==> config.mk <==
export PLATFORM = sky130hd
export DESIGN_NAME = instruction_fetch_unit
export DESIGN_NICKNAME = d
export VERILOG_FILES = /design/src/rtl/instruction_fetch_unit.sv
export SDC_FILE = /design/constraint.sdc
export NUM_CORES = 1
export LEC_CHECK = 0
export ABC_AREA = 1
export CAP_MARGIN = 20
export CORE_MARGIN = 4
export CORE_UTILIZATION = 30
export CTS_CLUSTER_DIAMETER = 80
export DETAILED_ROUTE_END_ITERATION = 12
export PLACE_DENSITY = 0.56
export SETUP_SLACK_MARGIN = 0.02
export SYNTH_ARGS = -nofsm -noshare
export SYNTH_HDL_FRONTEND = slang
export SYNTH_SLANG_ARGS = --single-unit
==> constraint.sdc <==
create_clock -name clk -period 11.25 [get_ports clk]
set_input_delay 2.8125 -clock clk [delete_from_list [all_inputs] [get_ports clk]]
set_output_delay 2.8125 -clock clk [all_outputs]
set_load 0.02 [all_outputs]
==> src/rtl/instruction_fetch_unit.sv <==
// Instruction fetch stage: owns the program counter, issues word reads to a
// synchronous instruction memory (one-cycle read latency), buffers returned
// words in a 2-entry FIFO and hands them to the decoder over valid/ready.
// Change-of-flow requests (branch, jump, jr) from downstream retarget the PC
// and flush every fetch that has not yet been accepted by the decoder.
module instruction_fetch_unit #(
    parameter logic [31:0] RESET_PC = 32'h0000_0000
) (
    input  logic        clk,
    input  logic        reset,
    output logic [31:0] imem_addr,
    output logic        imem_req,
    input  logic [31:0] imem_rdata,
    output logic [31:0] instruction,
    output logic [31:0] instr_pc,
    output logic        instr_valid,
    input  logic        instr_ready,
    input  logic        redirect,
    input  logic [1:0]  redirect_type,
    input  logic [31:0] redirect_base,
    input  logic [15:0] redirect_imm,
    input  logic [25:0] redirect_target,
    input  logic [31:0] redirect_reg,
    output logic        addr_err
);

    localparam logic [1:0] RT_BRANCH = 2'b00;
    localparam logic [1:0] RT_JUMP   = 2'b01;

    // Program counter and the address of the read currently in flight.
    logic [31:0] pc_q, pc_d;
    logic [31:0] req_pc_q, req_pc_d;
    logic        inflight_q, inflight_d;

    // Two-entry FIFO: parallel data/PC storage with 1-bit pointers.
    logic [31:0] fifo_data_q [2];
    logic [31:0] fifo_data_d [2];
    logic [31:0] fifo_pc_q   [2];
    logic [31:0] fifo_pc_d   [2];
    logic        rd_ptr_q, rd_ptr_d;
    logic        wr_ptr_q, wr_ptr_d;
    logic [1:0]  count_q, count_d;

    // Sticky misaligned-jr flag.
    logic        addr_err_q, addr_err_d;

    // Handshake and flow-control terms.
    logic        fifo_nonempty;
    logic        pop;
    logic        push;
    logic [2:0]  occupancy;
    logic [31:0] seq_base;
    logic [31:0] redirect_pc;
    logic        jr_misaligned;

    // Sign-extended word offset converted to a byte offset.
    function automatic logic [31:0] branch_offset(input logic [15:0] imm);
        logic signed [31:0] ext;
        ext = signed'({{16{imm[15]}}, imm});
        return 32'(ext <<< 2);
    endfunction

    // Redirect target selection; type 2'b11 behaves exactly like jr.
    always_comb begin
        seq_base      = redirect_base + 32'd4;
        jr_misaligned = (redirect_reg[1:0] != 2'b00);
        case (redirect_type)
            RT_BRANCH: redirect_pc = seq_base + branch_offset(redirect_imm);
            RT_JUMP:   redirect_pc = {seq_base[31:28], redirect_target, 2'b00};
            default:   redirect_pc = {redirect_reg[31:2], 2'b00};
        endcase
    end

    // Request rule: keep at most two words buffered or outstanding, counting
    // a same-cycle pop as already freeing its slot. Reset and redirect block
    // new requests so nothing is fetched from a stale PC.
    always_comb begin
        fifo_nonempty = (count_q != 2'd0);
        instr_valid   = !reset && fifo_nonempty;
        pop           = instr_valid && instr_ready;
        occupancy     = {1'b0, count_q} + {2'b00, inflight_q} - {2'b00, pop};
        imem_req      = !reset && !redirect && (occupancy < 3'd2);
        push          = inflight_q && !redirect;
        imem_addr     = pc_q;
    end

    // Decoder-facing outputs read zero while reset is held.
    always_comb begin
        instruction = reset ? 32'd0 : fifo_data_q[rd_ptr_q];
        instr_pc    = reset ? 32'd0 : fifo_pc_q[rd_ptr_q];
        addr_err    = !reset && addr_err_q;
    end

    // PC sequencing, in-flight tracking and redirect handling.
    always_comb begin
        pc_d       = pc_q;
        req_pc_d   = req_pc_q;
        inflight_d = imem_req;
        addr_err_d = addr_err_q;
        if (redirect) begin
            pc_d = redirect_pc;
            if (redirect_type != RT_BRANCH && redirect_type != RT_JUMP) begin
                addr_err_d = addr_err_q | jr_misaligned;
            end
        end else if (imem_req) begin
            pc_d     = pc_q + 32'd4;
            req_pc_d = pc_q;
        end
    end

    // FIFO bookkeeping; a redirect empties it after honouring any pop.
    always_comb begin
        fifo_data_d = fifo_data_q;
        fifo_pc_d   = fifo_pc_q;
        rd_ptr_d    = rd_ptr_q;
        wr_ptr_d    = wr_ptr_q;
        count_d     = count_q;
        if (redirect) begin
            rd_ptr_d = 1'b0;
            wr_ptr_d = 1'b0;
            count_d  = 2'd0;
        end else begin
            if (push) begin
                fifo_data_d[wr_ptr_q] = imem_rdata;
                fifo_pc_d[wr_ptr_q]   = req_pc_q;
                wr_ptr_d              = ~wr_ptr_q;
            end
            if (pop) begin
                rd_ptr_d = ~rd_ptr_q;
            end
            count_d = count_q + {1'b0, push} - {1'b0, pop};
        end
    end

    // State registers with synchronous reset that overrides everything.
    always_ff @(posedge clk) begin
        if (reset) begin
            pc_q           <= RESET_PC;
            req_pc_q       <= RESET_PC;
            inflight_q     <= 1'b0;
            addr_err_q     <= 1'b0;
            rd_ptr_q       <= 1'b0;
            wr_ptr_q       <= 1'b0;
            count_q        <= 2'd0;
            fifo_data_q[0] <= 32'd0;
            fifo_data_q[1] <= 32'd0;
            fifo_pc_q[0]   <= 32'd0;
            fifo_pc_q[1]   <= 32'd0;
        end else begin
            pc_q        <= pc_d;
            req_pc_q    <= req_pc_d;
            inflight_q  <= inflight_d;
            addr_err_q  <= addr_err_d;
            rd_ptr_q    <= rd_ptr_d;
            wr_ptr_q    <= wr_ptr_d;
            count_q     <= count_d;
            fifo_data_q <= fifo_data_d;
            fifo_pc_q   <= fifo_pc_d;
        end
    end

endmodule

==> flow_summary.json, run 1 <==
{
  "r2r_start": "count_q[1]",
  "final_common_cell": "sky130_fd_sc_hd__a21oi_1",
  "drc": 0,
  "power.net_switching_uw": 526,
  "met3_wirelength_microns": 2210,
  "finalHoldViolCount": 0,
  "synth_fp_nets": 1940,
  "final_min_period_over_clock_period": 0.763,
  "route.detailed.vias_per_inst": 4.89,
  "cap_violations": 0,
  "synth.top_cell.area_share": 0.340,
  "ctsResizeCount": 0,
  "maximum_fanout_encountered_on_the_critical_timing_path": 34,
  "pre_cts_slack_ps": 2670,
  "hold-worst-slack_ps": 441,
  "tightest_slew_ps": 916,
  "path_clk_slew_ps": 70,
  "critical_path.most_common_cell": "sky130_fd_sc_hd__nand2_1",
  "drt-wirelength-per-cell_microns": 16.2,
  "met2_wirelength_microns": 18500,
  "placeableCoreArea_sq_um": 38000,
  "worstSetupEndpointType": "output pin",
  "clk-insertion-delay-late_ps": 430,
  "area_delta_synth_final_pct": 29.8,
  "dp_cells": 2424,
  "cts_num_sinks": 198,
  "hold-path-endpoint": "fifo_pc_q[57]",
  "fin_ws_ps": 2660,
  "num_io_pins": 243,
  "status": "finished clean",
  "post-dp-hpwl_microns": 30900,
  "synth-edff-count": 0,
  "register_area_sq_um": 3970,
  "initial_antenna_violation_count": 3,
  "worstPathBufferInverterCount": 5,
  "routed_wirelength_microns": 39800,
  "power_density_nw_per_um2": 118,
  "report.final.setup_viol": 0,
  "yosys_register_bits": 198,
  "cpPeakStageDelay_ps": 690,
  "min_period_ps": 8590,
  "cp_cell_sequence": "clkdlybuf4s50_1 -> buf_4 -> nor2_1 -> nand2_1 -> inv_1 -> ha_1 -> inv_1 -> nand2_1 -> fa_1 -> xnor2_1 -> nand2_1 -> nor2_4 -> clkdlybuf4s50_1",
  "r2r-end": "imem_addr[12]",
  "vias": 12000,
  "power_frac_comb": 0.212,
  "synth-seq-area-share": 0.340,
  "hold_buffers": 0,
  "final.setup.tns_ps": 0,
  "floorplan.rows": 71,
  "floorplan.die_area_sq_um": 42100,
  "dr.pass1.iters": 5,
  "finish.net_count": 2119,
  "route.top_layer_used": "met5",
  "timing.critical_path.max_delay_family": "buffers and inverters",
  "critical_path_arrival_ps": 5780,
  "share_clk_of_total_power": 0.359,
  "report.power.total_mw": 1.78,
  "cp-start-kind": "primary input",
  "grt_first_pass_wirelength_microns": 61600,
  "die_w_microns": 205,
  "global_route.usage.total": 0.184,
  "multi_input_area_sq_um": 6420,
  "gp_congestion": 0.909,
  "ctsLongestPathBuffers": 2,
  "cp_data_required_time_ps": 8440,
  "drt.antenna.violating_nets": 0,
  "tritoncts": "done",
  "hold_path.startpoint": "fifo_pc_q[57]",
  "synth_area_leader_cell": "sky130_fd_sc_hd__dfxtp_1",
  "worstHoldPathCells": 2,
  "synth_flop_cell": "sky130_fd_sc_hd__dfxtp_1",
  "final-max-slew-violation-count": 0,
  "netSwitchingFraction": 0.295,
  "overall_overflow_remaining_after_global_route": 0,
  "fmax_mhz": 116,
  "clockRootBuffer": "sky130_fd_sc_hd__clkbuf_16",
  "worst_path_class_setup": "primary input to output pin",
  "ir_worst_vdd_uv": 82.9,
  "final_cells": 2460,
  "syn_area_sq_um": 11700,
  "synth.avg_cell_area_sq_um": 6.65,
  "grt_setup_unrepaired": "no",
  "grt_max_degree": 131,
  "synth_cell_type_count": 45,
  "die_y_microns": 205,
  "worst_path_max_delay_cell": "sky130_fd_sc_hd__clkdlybuf4s50_1",
  "post_synth_inst_count": 1755,
  "hold_path.class": "flip-flop to flip-flop",
  "layout_common_cells": "sky130_fd_sc_hd__a21oi_1, sky130_fd_sc_hd__nand2_1, sky130_fd_sc_hd__o21ai_0, sky130_fd_sc_hd__inv_1, sky130_fd_sc_hd__clkdlybuf4s50_1",
  "filler_cell_count": 4062,
  "cts_buffers": 17,
  "r2r_setup_slack_ps": 7320,
  "slew_headroom": 0.390,
  "ys.warnings.count": 0,
  "drt-initial-drc-count": 839,
  "synth-async-reset-ratio": 0,
  "ff2ff_path_depth": 16,
  "io_buffers": 242,
  "yosys-top-cells-area": "sky130_fd_sc_hd__dfxtp_1, sky130_fd_sc_hd__a21oi_1, sky130_fd_sc_hd__o21ai_0",
  "start_util": 0.307,
  "post_route_cells_drive_above_1_share": 0.0442,
  "cts-htree-levels": 4,
  "p_int_mw": 1.26,
  "wl_met1_microns": 18300,
  "static-leakage-power_nw": 5.82,
  "grt_pass1_vias": 11400,
  "power.sequential.fraction": 0.428,
  "worst_clock_skew_ps": 10.9,
  "cts.repair_timing.setup_buffer_count": 0
}
[Yosys cell counts, types with 13 or more instances]
cell,number
sky130_fd_sc_hd__dfxtp_1,198
sky130_fd_sc_hd__clkbuf_1,79
sky130_fd_sc_hd__inv_1,248
sky130_fd_sc_hd__a211oi_1,13
sky130_fd_sc_hd__ha_1,39
sky130_fd_sc_hd__nor2_1,113
sky130_fd_sc_hd__nor3_1,23
sky130_fd_sc_hd__nand4_1,18
sky130_fd_sc_hd__nand2_1,259
sky130_fd_sc_hd__xor2_1,26
sky130_fd_sc_hd__o21ai_0,258
sky130_fd_sc_hd__nand3_1,70
sky130_fd_sc_hd__a21oi_1,282
[worst min-delay path, cell delays in order, from the launching register on]
cell and delay (ps):
sky130_fd_sc_hd__dfxtp_1 310, sky130_fd_sc_hd__inv_1 40, sky130_fd_sc_hd__a21oi_1 50
[worst max path at each step]
stage,startpoint,end,cells after the start
after floorplan,reset,imem_req,13
after global placement,reset,imem_req,13
after detailed placement,reset,imem_req,13
after CTS,reset,imem_req,13
after global routing,reset,imem_req,13
final,reset,imem_req,13
[area by class of cell]
cell class / count / share of cell area
antenna: 2 / 0.000330
clock buffer: 19 / 0.0300
timing repair buffer: 256 / 0.169
sequential: 198 / 0.262
inverter: 250 / 0.0623
multi-input combinational: 1211 / 0.423
tap: 511 / 0.0422
clock inverter: 13 / 0.0111
[registers in the layout, summed over array words and instances (netlist names)]
signal and cells:
fifo_pc_q 64, rd_ptr_q 1, req_pc_q 32, count_q 2, imem_addr 32, addr_err_q 1
fifo_data_q 64, inflight_q 1, wr_ptr_q 1
[power groups by stage]
| stage | registers (mW) | clock network, mW | logic, mW |
|---|---|---|---|
| 2_1_floorplan | 0.781 | 0 | 0.205 |
| 3_3_place_gp | 0.780 | 0 | 0.374 |
| 3_5_place_dp | 0.781 | 0 | 0.376 |
| 4_1_cts | 0.765 | 0.661 | 0.378 |
| 5_1_grt | 0.769 | 0.685 | 0.421 |
| 6_report | 0.764 | 0.641 | 0.379 |
[per-stage QoR]
stage	utilization	area, sq um
6_report	0.399	15200
4_1_cts	0.397	15100
3_3_place_gp	0.381	14500
2_1_floorplan	-	11700
5_1_grt	0.399	15200
3_5_place_dp	0.381	14500
[per-layer routing]
metal | global-route usage | up-vias
li1 | - | 6208
met1 | 0.248 | 5427
met2 | 0.307 | 350
met3 | 0.0290 | 39
met4 | 0.0524 | 2
met5 | 0 | -
[cell families after synthesis]
family / share of synthesized area
buf+inv: 0.112
compound gates: 0.273
fa+ha+maj: 0.0452
flops: 0.340
simple gates: 0.204
xor+xnor: 0.0255
(Power assumes the default switching activity.)
==> run 2, diff against run 1 <==
--- a/config.mk
+++ b/config.mk
@@ -11,7 +11,7 @@
 export CORE_UTILIZATION = 30
 export CTS_CLUSTER_DIAMETER = 80
 export DETAILED_ROUTE_END_ITERATION = 12
-export PLACE_DENSITY = 0.56
+export PLACE_DENSITY = 0.57
 export SETUP_SLACK_MARGIN = 0.02
 export SYNTH_ARGS = -nofsm -noshare
 export SYNTH_HDL_FRONTEND = slang
==> constraint.sdc (replaced) <==
create_clock -name clk -period 7.1 [get_ports clk]
set_input_delay 1.775 -clock clk [delete_from_list [all_inputs] [get_ports clk]]
set_output_delay 1.775 -clock clk [all_outputs]
set_load 0.02 [all_outputs]
==> flow_summary.json, run 2 (synthesized netlist as in run 1, its figures left out) <==
{
  "layout_common_cells": "sky130_fd_sc_hd__a21oi_1, sky130_fd_sc_hd__nand2_1, sky130_fd_sc_hd__o21ai_0, sky130_fd_sc_hd__inv_1, sky130_fd_sc_hd__clkdlybuf4s50_1",
  "hold-worst-slack_ps": 441,
  "path_clk_slew_ps": 70,
  "overall_overflow_remaining_after_global_route": 0,
  "r2r_start": "count_q[1]",
  "diodes": 0,
  "clockRootBuffer": "sky130_fd_sc_hd__clkbuf_16",
  "cts_buffers": 17,
  "grt_setup_unrepaired": "no",
  "critical_path.endpoint": "imem_req",
  "post-dp-hpwl_microns": 30500,
  "floorplan.rows": 71,
  "worst_clock_skew_ps": 15.4,
  "power_density_nw_per_um2": 181,
  "routed_wirelength_microns": 39600,
  "ff2ff_path_depth": 18,
  "final.setup.tns_ps": 0,
  "tightest_slew_ps": 998,
  "floorplan.die_area_sq_um": 42100,
  "cts-htree-levels": 4,
  "status": "finished clean",
  "cap_violations": 0,
  "route.detailed.vias_per_inst": 4.89,
  "ctsLongestPathBuffers": 2,
  "drt.antenna.violating_nets": 0,
  "final-max-slew-violation-count": 0,
  "grt_pass1_vias": 11200,
  "placeableCoreArea_sq_um": 38000,
  "finish.net_count": 2120,
  "gp_congestion": 0.908,
  "drc": 0,
  "r2r_setup_slack_ps": 3050,
  "clk-insertion-delay-late_ps": 450,
  "cp-start-kind": "primary input",
  "final_common_cell": "sky130_fd_sc_hd__a21oi_1",
  "cts_num_sinks": 198,
  "filler_cell_count": 4075,
  "static-leakage-power_nw": 5.80,
  "worstSetupEndpointType": "output pin",
  "maximum_fanout_encountered_on_the_critical_timing_path": 3,
  "vias": 12000,
  "report.final.setup_viol": 0,
  "launch_point_of_the_worst_path": "reset",
  "ctsResizeCount": 0,
  "start_util": 0.307,
  "slew_headroom": 0.335,
  "hold_buffers": 0,
  "register_area_sq_um": 3970,
  "worst_path_class_setup": "primary input to output pin",
  "grt_max_degree": 92,
  "ir_worst_vdd_uv": 108,
  "dr.pass1.iters": 5,
  "hold_path.class": "flip-flop to flip-flop",
  "drt-initial-drc-count": 841,
  "io_buffers": 242,
  "fmax_mhz": 160,
  "r2r-end": "imem_addr[31]",
  "cp_data_required_time_ps": 5330,
  "finalHoldViolCount": 0,
  "multi_input_area_sq_um": 6420,
  "post_route_cells_drive_above_1_share": 0.0447,
  "num_io_pins": 243,
  "final_min_period_over_clock_period": 0.883,
  "min_period_ps": 6270,
  "worstHoldPathCells": 2,
  "report.power.total_mw": 2.72,
  "initial_antenna_violation_count": 1,
  "global_route.usage.total": 0.185,
  "area_delta_synth_final_pct": 29.0,
  "tritoncts": "done",
  "cts.repair_timing.setup_buffer_count": 0,
  "drt-wirelength-per-cell_microns": 16.1,
  "grt_first_pass_wirelength_microns": 61600,
  "die_y_microns": 205,
  "critical_path_arrival_ps": 4490,
  "die_w_microns": 205,
  "layout_top_registers": "fifo_data_q (64), fifo_pc_q (64)"
}
[run 2: cell count changes in the layout (fill, tap and decap cells not counted)]
cell                         previous run  this run
sky130_fd_sc_hd__clkbuf_16             18        17
sky130_fd_sc_hd__clkbuf_8               0         1
sky130_fd_sc_hd__bufinv_16              3         0
sky130_fd_sc_hd__buf_16                 1         0
sky130_fd_sc_hd__inv_8                  0         1
sky130_fd_sc_hd__inv_4                  1         2
sky130_fd_sc_hd__diode_2                2         0
sky130_fd_sc_hd__buf_4                 12        14
sky130_fd_sc_hd__clkinv_2               3         7
sky130_fd_sc_hd__clkinvlp_4             4         0
sky130_fd_sc_hd__clkinv_4               1         2
[run 2: through the flow]
step / utilization / area (sq um) / worst slack [ps] / std cells
floorplan: - / 11700 / 1180 / 1755
global placement: 0.382 / 14500 / 902 / 2427
detailed placement: 0.382 / 14500 / 893 / 2427
CTS: 0.396 / 15100 / 858 / 2459
global route: 0.396 / 15100 / 604 / 2459
finish: 0.396 / 15100 / 831 / 2459
[run 2: area by class of cell]
| class | count | area share |
|---|---|---|
| repair buffers | 257 | 0.169 |
| inverters | 250 | 0.0627 |
| well taps | 511 | 0.0425 |
| clock buffers | 19 | 0.0294 |
| clock inverters | 13 | 0.00632 |
| multi-input cells | 1211 | 0.426 |
| flip-flops and latches | 198 | 0.264 |
[run 2: how the worst min path moves through the flow]
stage                     from         endpoint  slack, ps
2_1_floorplan  fifo_data_q[36]  fifo_data_q[36]        420
3_3_place_gp     fifo_pc_q[48]    fifo_pc_q[48]        430
3_5_place_dp     fifo_pc_q[48]    fifo_pc_q[48]        430
4_1_cts          fifo_pc_q[48]    fifo_pc_q[48]        440
5_1_grt          fifo_pc_q[34]    fifo_pc_q[34]        460
6_report         fifo_pc_q[52]    fifo_pc_q[52]        440
[run 2: routing by layer]
layer,vias to the layer above,GRT usage,share of wire
met3,46,0.0396,0.061
met4,2,0.0481,0.020
met2,334,0.306,0.46
met1,5444,0.245,0.46
met5,-,0,0.00033
li1,6198,-,-
[run 2: report_power, final]
part           total (mW)  leakage [nW]  internal [mW]  switching, mW
sequential           1.21          1.62           1.16         0.0474
clock               0.912         0.274          0.462          0.450
combinational       0.600          3.91          0.251          0.349
total                2.72          5.80           1.88          0.846
[run 2: worst max-delay path, cell delays in order]
cell and delay (ps):
sky130_fd_sc_hd__clkdlybuf4s50_1 500, sky130_fd_sc_hd__nor2_1 210, sky130_fd_sc_hd__nand2_1 100, sky130_fd_sc_hd__inv_1 90
sky130_fd_sc_hd__ha_1 230, sky130_fd_sc_hd__inv_1 50, sky130_fd_sc_hd__nand2_1 50, sky130_fd_sc_hd__fa_1 380
sky130_fd_sc_hd__xnor2_1 170, sky130_fd_sc_hd__nand2_1 120, sky130_fd_sc_hd__nor2_4 110, sky130_fd_sc_hd__clkdlybuf4s50_1 690
==> run 3, diff against run 2 <==
--- a/config.mk
+++ b/config.mk
@@ -11,7 +11,7 @@
 export CORE_UTILIZATION = 30
 export CTS_CLUSTER_DIAMETER = 80
 export DETAILED_ROUTE_END_ITERATION = 12
-export PLACE_DENSITY = 0.57
+export PLACE_DENSITY_LB_ADDON = 0.1
 export SETUP_SLACK_MARGIN = 0.02
 export SYNTH_ARGS = -nofsm -noshare
 export SYNTH_HDL_FRONTEND = slang
==> flow_summary.json, run 3 (synthesized netlist as in run 1, its figures left out) <==
{
  "timing.critical_path.max_delay_family": "buffers and inverters",
  "r2r_setup_slack_ps": 3060,
  "grt_first_pass_wirelength_microns": 62800,
  "met3_wirelength_microns": 2130,
  "grt_pass1_vias": 11000,
  "global_route.usage.total": 0.191,
  "critical_path_arrival_ps": 4410,
  "clockRootBuffer": "sky130_fd_sc_hd__clkbuf_16",
  "drt-initial-drc-count": 847,
  "hold_path.class": "flip-flop to flip-flop",
  "route.top_layer_used": "met4",
  "tritoncts": "done",
  "wl_met1_microns": 19300,
  "cts.repair_timing.setup_buffer_count": 0,
  "post_route_cells_drive_above_1_share": 0.0427,
  "fin_ws_ps": 912,
  "hold-path-endpoint": "fifo_pc_q[35]",
  "cp_cell_sequence": "clkdlybuf4s50_1 -> nor2_1 -> nand2_1 -> inv_1 -> ha_1 -> inv_1 -> nand2_1 -> fa_1 -> xnor2_1 -> nand2_1 -> nor2_4 -> clkdlybuf4s50_1",
  "status": "finished clean",
  "register_area_sq_um": 3970,
  "drc": 0,
  "grt_setup_unrepaired": "no",
  "slew_headroom": 0.414,
  "num_io_pins": 243,
  "static-leakage-power_nw": 5.80,
  "worst_path_class_setup": "primary input to output pin",
  "grt_max_degree": 107,
  "finish.net_count": 2118,
  "cap_violations": 0,
  "overall_overflow_remaining_after_global_route": 0,
  "met2_wirelength_microns": 18800,
  "r2r_start": "count_q[1]",
  "layout_common_cells": "sky130_fd_sc_hd__a21oi_1, sky130_fd_sc_hd__nand2_1, sky130_fd_sc_hd__o21ai_0, sky130_fd_sc_hd__inv_1, sky130_fd_sc_hd__clkdlybuf4s50_1",
  "ctsLongestPathBuffers": 2,
  "final_min_period_over_clock_period": 0.872,
  "io_buffers": 242,
  "worstHoldPathCells": 2,
  "layout_top_registers": "fifo_data_q (64), fifo_pc_q (64)",
  "fmax_mhz": 162,
  "final.setup.tns_ps": 0,
  "route.detailed.vias_per_inst": 4.82,
  "critical_path.most_common_cell": "sky130_fd_sc_hd__nand2_1",
  "report.power.total_mw": 2.81,
  "multi_input_area_sq_um": 6420,
  "gp_congestion": 0.885,
  "cts-htree-levels": 4,
  "start_util": 0.307,
  "hold_buffers": 0,
  "floorplan.rows": 71,
  "worst_clock_skew_ps": 13.3,
  "worst_path_max_delay_cell": "sky130_fd_sc_hd__clkdlybuf4s50_1",
  "maximum_fanout_encountered_on_the_critical_timing_path": 3,
  "tightest_slew_ps": 878,
  "cp-start-kind": "primary input",
  "routed_wirelength_microns": 40900,
  "drt.antenna.violating_nets": 0,
  "pre_cts_slack_ps": 860,
  "area_delta_synth_final_pct": 29.4,
  "placeableCoreArea_sq_um": 38000,
  "die_w_microns": 205,
  "floorplan.die_area_sq_um": 42100,
  "final_common_cell": "sky130_fd_sc_hd__a21oi_1",
  "initial_antenna_violation_count": 2,
  "clk-insertion-delay-late_ps": 450,
  "min_period_ps": 6190,
  "path_clk_slew_ps": 70,
  "postLayoutCoreUtil": 0.397,
  "post-dp-hpwl_microns": 30900,
  "r2r-end": "imem_addr[8]",
  "cts_num_sinks": 198,
  "dr.pass1.iters": 7,
  "power_density_nw_per_um2": 186,
  "die_y_microns": 205,
  "cpPeakStageDelay_ps": 630,
  "filler_cell_count": 4106,
  "ir_worst_vdd_uv": 126,
  "vias": 11800,
  "finalHoldViolCount": 0,
  "worstSetupEndpointType": "output pin",
  "final-max-slew-violation-count": 0,
  "cp_data_required_time_ps": 5330,
  "hold_path.startpoint": "fifo_pc_q[35]",
  "report.final.setup_viol": 0,
  "launch_point_of_the_worst_path": "reset",
  "worstPathBufferInverterCount": 4,
  "drt-wirelength-per-cell_microns": 16.6,
  "ff2ff_path_depth": 18,
  "cts_buffers": 17,
  "ctsResizeCount": 0
}
[run 3: where the power goes]
part | internal (mW) | total (mW) | switching [mW]
Sequential | 1.16 | 1.21 | 0.0513
Clock | 0.549 | 0.990 | 0.441
Combinational | 0.252 | 0.604 | 0.353
Total | 1.96 | 2.81 | 0.845
[run 3: routing by layer]
metal | GRT usage | vias to the layer above
met3 | 0.0370 | 28
met2 | 0.310 | 259
met4 | 0.0440 | 0
met1 | 0.263 | 5348
met5 | 0 | -
li1 | - | 6204
[run 3: through the flow]
stage	hold slack, ps	area, sq um	instances
2_1_floorplan	420	11700	1755
3_3_place_gp	427	14500	2425
3_5_place_dp	431	14500	2425
4_1_cts	442	15100	2456
5_1_grt	455	15100	2458
6_report	439	15100	2458
[run 3: worst max-delay path by stage]
stage	to	slack, ps	cells past startpoint
6_report	imem_req	910	12
2_1_floorplan	imem_req	1180	13
5_1_grt	imem_req	650	12
3_3_place_gp	imem_req	850	12
3_5_place_dp	imem_req	860	12
4_1_cts	imem_req	850	12
[run 3: cell type report]
| cell class | instances | area share |
|---|---|---|
| Antenna cell | 2 | 0.000331 |
| Tap cell | 511 | 0.0423 |
| Sequential cell | 198 | 0.263 |
| Timing Repair Buffer | 255 | 0.168 |
| Clock buffer | 22 | 0.0314 |
| Multi-Input combinational cell | 1211 | 0.425 |
| Inverter | 250 | 0.0624 |
| Clock inverter | 9 | 0.00787 |
[run 3: worst reg2reg max path: cells and delay by family (launching register included)]
kind | cells | cell delay (ps)
buffers and inverters | 5 | 1400
AND/OR/NAND/NOR | 7 | 970
adder cells (fa/ha/maj) | 2 | 600
flip-flops | 1 | 450
AO/OA/AOI/OAI | 3 | 450
XOR/XNOR | 1 | 140
